[src/rtl/y86_alu_pkg.sv]
// Shared definitions for the Y86 execute-stage ALU: function codes and condition-code layout.
package y86_alu_pkg;

  localparam logic [3:0] ALU_ADD = 4'h0;
  localparam logic [3:0] ALU_SUB = 4'h1;
  localparam logic [3:0] ALU_AND = 4'h2;
  localparam logic [3:0] ALU_XOR = 4'h3;

  typedef struct packed {
    logic zf;
    logic sf;
    logic of;
  } cc_t;

  // Only ifun 0..3 name real operations; everything above is an illegal encoding.
  function automatic logic fun_is_legal(input logic [3:0] fun);
    return (fun <= ALU_XOR);
  endfunction

endpackage

[src/rtl/y86_alu_comb.sv]
// Combinational Y86 ALU core: result, ZF/SF/OF flags and illegal-function decode.
module y86_alu_comb
  import y86_alu_pkg::*;
#(
  parameter int WIDTH = 64
) (
  input  logic [3:0]       fun_i,
  input  logic [WIDTH-1:0] a_i,
  input  logic [WIDTH-1:0] b_i,
  output logic [WIDTH-1:0] result_o,
  output cc_t              flags_o,
  output logic             illegal_o
);

  localparam int MSB = WIDTH - 1;

  logic [WIDTH-1:0] res;
  logic             ovf;

  // Operation select; Y86 subtract is b minus a, and illegal codes force a zero result.
  always_comb begin
    res = '0;
    ovf = 1'b0;
    case (fun_i)
      ALU_ADD: begin
        res = b_i + a_i;
        ovf = (a_i[MSB] == b_i[MSB]) && (res[MSB] != a_i[MSB]);
      end
      ALU_SUB: begin
        res = b_i - a_i;
        ovf = (a_i[MSB] != b_i[MSB]) && (res[MSB] != b_i[MSB]);
      end
      ALU_AND: res = a_i & b_i;
      ALU_XOR: res = a_i ^ b_i;
      default: res = '0;
    endcase
  end

  assign result_o   = res;
  assign flags_o.zf = (res == '0);
  assign flags_o.sf = res[MSB];
  assign flags_o.of = ovf;
  assign illegal_o  = !fun_is_legal(fun_i);

endmodule

[src/rtl/y86_alu_pipe.sv]
// Registered Y86 ALU: one-deep output register behind a valid/ready handshake,
// plus the architectural condition-code register. WIDTH must be at least 2.
module y86_alu_pipe
  import y86_alu_pkg::*;
#(
  parameter int WIDTH     = 64,
  parameter bit CC_RST_ZF = 1'b1
) (
  input  logic             clk,
  input  logic             rst,
  input  logic             in_valid,
  output logic             in_ready,
  input  logic [3:0]       in_fun,
  input  logic [WIDTH-1:0] in_a,
  input  logic [WIDTH-1:0] in_b,
  input  logic             in_set_cc,
  output logic             out_valid,
  input  logic             out_ready,
  output logic [WIDTH-1:0] out_result,
  output logic             out_err,
  output logic             cc_zf,
  output logic             cc_sf,
  output logic             cc_of
);

  localparam cc_t CcReset = '{zf: CC_RST_ZF, sf: 1'b0, of: 1'b0};

  logic [WIDTH-1:0] aluResult;
  cc_t              aluFlags;
  logic             aluIllegal;

  logic             valid_q,  valid_d;
  logic [WIDTH-1:0] result_q, result_d;
  logic             err_q,    err_d;
  cc_t              cc_q,     cc_d;

  logic accept;
  logic outTake;

  y86_alu_comb #(.WIDTH(WIDTH)) u_comb (
    .fun_i     (in_fun),
    .a_i       (in_a),
    .b_i       (in_b),
    .result_o  (aluResult),
    .flags_o   (aluFlags),
    .illegal_o (aluIllegal)
  );

  // A single output slot: room exists when it is empty or being drained this cycle.
  assign in_ready = !valid_q || out_ready;
  assign accept   = in_valid && in_ready;
  assign outTake  = valid_q && out_ready;

  // Next-state for the output slot and CC; a new accept overrides a drain so throughput stays one per cycle.
  always_comb begin
    valid_d  = valid_q;
    result_d = result_q;
    err_d    = err_q;
    cc_d     = cc_q;
    if (accept) begin
      valid_d  = 1'b1;
      result_d = aluResult;
      err_d    = aluIllegal;
      if (in_set_cc && !aluIllegal) begin
        cc_d = aluFlags;
      end
    end else if (outTake) begin
      valid_d = 1'b0;
    end
  end

  // State registers; reset drops any pending result and restores the Y86 default flags.
  always_ff @(posedge clk) begin
    if (rst) begin
      valid_q  <= 1'b0;
      result_q <= '0;
      err_q    <= 1'b0;
      cc_q     <= CcReset;
    end else begin
      valid_q  <= valid_d;
      result_q <= result_d;
      err_q    <= err_d;
      cc_q     <= cc_d;
    end
  end

  assign out_valid  = valid_q;
  assign out_result = result_q;
  assign out_err    = err_q;
  assign cc_zf      = cc_q.zf;
  assign cc_sf      = cc_q.sf;
  assign cc_of      = cc_q.of;

endmodule
[config.mk]
export PLATFORM = sky130hd
export DESIGN_NAME = y86_alu_pipe
export DESIGN_NICKNAME = d
export VERILOG_FILES = /design/src/rtl/y86_alu_pkg.sv /design/src/rtl/y86_alu_comb.sv /design/src/rtl/y86_alu_pipe.sv
export SDC_FILE = /design/constraint.sdc
export NUM_CORES = 1
export LEC_CHECK = 0
export BUFFER_PORTS_ARGS = -buffer_cell sky130_fd_sc_hd__buf_2
export CORE_MARGIN = 4
export CORE_UTILIZATION = 45
export CTS_BUF_LIST = sky130_fd_sc_hd__clkbuf_2
export DETAILED_ROUTE_END_ITERATION = 6
export PLACE_DENSITY = 0.7
export SLEW_MARGIN = 0
export SYNTH_ARGS = -nofsm -noshare
export SYNTH_HDL_FRONTEND = slang
export SYNTH_SLANG_ARGS = --single-unit
[constraint.sdc]
create_clock -name clk -period 4.7 [get_ports clk]
set_input_delay 0.47 -clock clk [delete_from_list [all_inputs] [get_ports clk]]
set_output_delay 0.47 -clock clk [all_outputs]
set_load 0.005 [all_outputs]
==> metrics.md <==
| Metric | Value |
|---|---|
| Via count of the first global-routing pass | `16367` |
| Number of antenna violations at the first check in global routing | `1` |
| GRT met3 Usage | `0.0791` |
| Average wire length per cell after detail routing | `24.8 um` |
| Transition time of the tightest slew-check pin | `1.12 ns` |
| Post-synthesis average cell area | `6.57 um2` |
| I/O pins | `207` |
| Share of power burned in registers | `0.215` |
| Final hold vios | `0` |
| Unrepaired setup endpoints after global routing | `false` |
| Relative contribution of the clock network to total power | `0.119` |
| Switching part of the total power | `0.521` |
| Register-to-register path setup slack | `1.69 ns` |
| Aggregate routed wire length | `67.3 mm` |
| Final-stage net count | `2589` |
| Number of I/O port buffers | `206` |
| Die Y-Extent | `179 um` |
| Met1 GRT Util | `0.555` |
| Number of instances in the synthesized netlist | `2012` |
| Post-synthesis cell type with the largest combined area | `ha_1` |
| Area share of fa/ha/maj cells after synthesis | `0.124` |
| Combinational share of power | `0.666` |
| Leak | `7.21 nW` |
| Core utilization of the finished layout | `0.555` |
| Area of the die | `32200 um2` |
| Half-perimeter wire length of the detailed placement result | `54.6 mm` |
| Via count | `18033` |
| Maximum number of pins on one net before global-route repair | `86` |
| Aggregate global routing overflow | `0` |
| Layout overhead on the synthesized area | `21.2%` |
| Clock tree buffer depth | `2` |
| Number of distinct library cell variants in the gate-level netlist after synthesis | `97` |
| Worst skew pair latency | `0.62 ns` |
| Power density relative to cell area | `190 nW/um2` |
| Proportion of netlist area held by the largest area contributor | `0.121` |
| DRC violations left | `0` |
| Area of the mapped netlist | `13200 um2` |
| Start-to-end type of the worst setup path | `input pin to flop` |
| Post-synthesis compound-gate area fraction | `0.379` |
| Total of endpoints with negative setup slack in the final report | `0` |
| Initial Util | `0.458` |
| Final Slew Violations | `0` |
| Count of max-cap constraint violations | `0` |
| Internal Pwr Total | `0.00146 W` |
| Main combinational cell family by area after synthesis | `compound AO/OA/AOI/OAI gates` |
| Most common cell in the synthesized netlist | `a21oi_1` |
| Core area | `28900 um2` |
| Maximum frequency from static timing analysis | `228 MHz` |
| Overall fraction of global-route tracks in use | `0.398` |
| Synthesized net count | `2279` |
| Violation count after the first detailed-routing iteration | `2581` |
| Post_cts resized | `0` |
| Multiplexer fraction of the synthesized cell area | `0.0266` |
| Number of buffers inserted by post-CTS setup repair | `0` |
| Number of nets with antenna violations after routing | `0` |
| Worst Clk Skew | `0.0564 ns` |
| Fill cells | `2985` |
| First drt pass iteration count | `7` |
| Placer Congestion | `1.06` |
| Data required time at the worst endpoint | `5.20 ns` |
| Data arrival at the endpoint of the critical path | `4.89 ns` |
| Min Clock Period, post-route | `4.39 ns` |
| Max IR drop VDD | `0.102 mV` |
| Post-synthesis xor/xnor area fraction | `0.0146` |
| CTS sink count | `69` |
| Hold buffer count at CTS | `0` |
| GR Util met2 | `0.607` |
| Path category of the worst min-delay check | `input pin to flop` |
| Part of the Yosys area used for sequential elements | `0.104` |
| Most used DFF post-synth | `dfxtp_1` |
| Switching power of the nets | `0.00159 W` |
| Drt via density | `6.65` |
| Fraction of the cycle the final worst path needs | `0.935` |
| Layout cell share with drive strength beyond 1 | `0.217` |
| Worst setup EP type | `flop` |
| Wire length of the first global-routing pass | `98.9 mm` |
| Clock-pin slew on the worst setup and hold paths | `0.22 ns` |
| Yosys warning total | `0` |
| Highest fanout seen on the critical path | `3` |
| Width of the die | `179 um` |
| Top cells by area, synth | `ha_1 12%, dfxtp_1 10%, a21oi_1 8.4%, nor2_1 6.1%, nand2_1 5.6%` |
| EDFF count, synth | `0` |
| Grt peak-use layer | `met2` |
| Worst hold-check slack | `0.133 ns` |
| Clk root buf | `clkbuf_2` |
| Asr flop ratio synth | `0` |
| Maximum level of the CTS H-tree | `3` |
| Simple-gate area share of the yosys netlist | `0.272` |
| Result of the run | `complete, no violations` |
| Seq cells post-synth | `69` |
| FP Rows | `62` |
| CTS Buf Count | `9` |
| CP startpoint kind | `input pin` |
| Most frequent cells after synthesis | `222 x a21oi_1, 214 x nor2_1, 196 x nand2_1, 128 x ha_1, 123 x inv_1` |
| Clock tree from TritonCTS | `done` |
| Max_slew headroom | `0.249` |
[worst max-delay path, cell delays in order]
cell and delay [ns]:
buf_2 0.11, ha_1 0.17, inv_1 0.06, fa_1 0.40
o21bai_2 0.21, a2111oi_4 0.11, nor3_1 0.68, buf_4 0.25
o211ai_1 0.11, a31oi_1 0.24, o21ai_1 0.08, a221oi_1 0.50
o211ai_1 0.34, nor4_1 0.42, nand4b_1 0.13, nor4_1 0.34
nand4_1 0.13, o211ai_1 0.11
[layer usage]
| metal | share of wire | routed length, um |
|---|---|---|
| met5 | 0 | 0 |
| met4 | 0.049 | 3270 |
| met3 | 0.13 | 8450 |
| met2 | 0.42 | 28000 |
| met1 | 0.41 | 27600 |
[flip-flops by register name, indices dropped and copies added (netlist names)]
register / cells
cc_sf: 1
out_err: 1
cc_of: 1
out_valid: 1
cc_zf: 1
out_result: 64
[cell usage in the layout, fill, tap and decap left out, drive strengths merged, types with 41 or more instances in the layout]
cell type and n:
nand4 41, a21oi 222, nor4 49, nand3 51
nor2 214, inv 142, ha 128, nor3 75
o21ai 118, o211ai 41, dfxtp 69, buf 426
a211oi 64, nand2 196
[metrics by stage]
stage	area, um2	TNS [ns]	power [W]	instances	setup slack, ns
after floorplan	13200	0	0.00180	2012	1.07
after CTS	16000	0	0.00297	2711	0.555
after detailed placement	15900	-0.0467	0.00261	2695	-0.0467
after global placement	15900	-0.0843	0.00261	2695	-0.0843
after global routing	16000	0	0.00320	2712	0.130
final	16000	0	0.00305	2712	0.307
[cell type report]
cell class	instances	area (um2)	share of cell area
antenna	1	2.50	0.000156
clock buffer	9	45.0	0.00281
clock inverter	7	63.8	0.00398
inverter	142	533	0.0333
multi-input combinational	1674	10800	0.675
sequential	69	1380	0.0862
tap	384	480	0.0300
timing repair buffer	426	2710	0.169
[power groups by stage]
stage | registers [W] | clock network [W] | logic [W]
floorplan | 0.000661 | 0 | 0.00114
global placement | 0.000665 | 0 | 0.00194
detailed placement | 0.000666 | 0 | 0.00195
CTS | 0.000654 | 0.000365 | 0.00196
global route | 0.000658 | 0.000383 | 0.00216
finish | 0.000656 | 0.000363 | 0.00203
[kinds of logic (layout without fill, tap and decap cells)]
group / count (synthesis) / in the layout
other cells: 0 / 1
compound gates: 741 / 741
fa+ha+maj: 130 / 130
flops: 69 / 69
mux: 33 / 33
simple gates: 748 / 748
buf+inv: 269 / 584
xor+xnor: 22 / 22
[final timing paths]
check                                     from              to  cells after the start
worst max register to register       out_valid           cc_zf                     14
worst max-delay path                   in_a[0]           cc_zf                     18
worst min-delay path                  in_valid       out_valid                      3
worst min register to register  out_result[54]  out_result[54]                      2
Note: power is estimated with default switching activity, not from simulation.
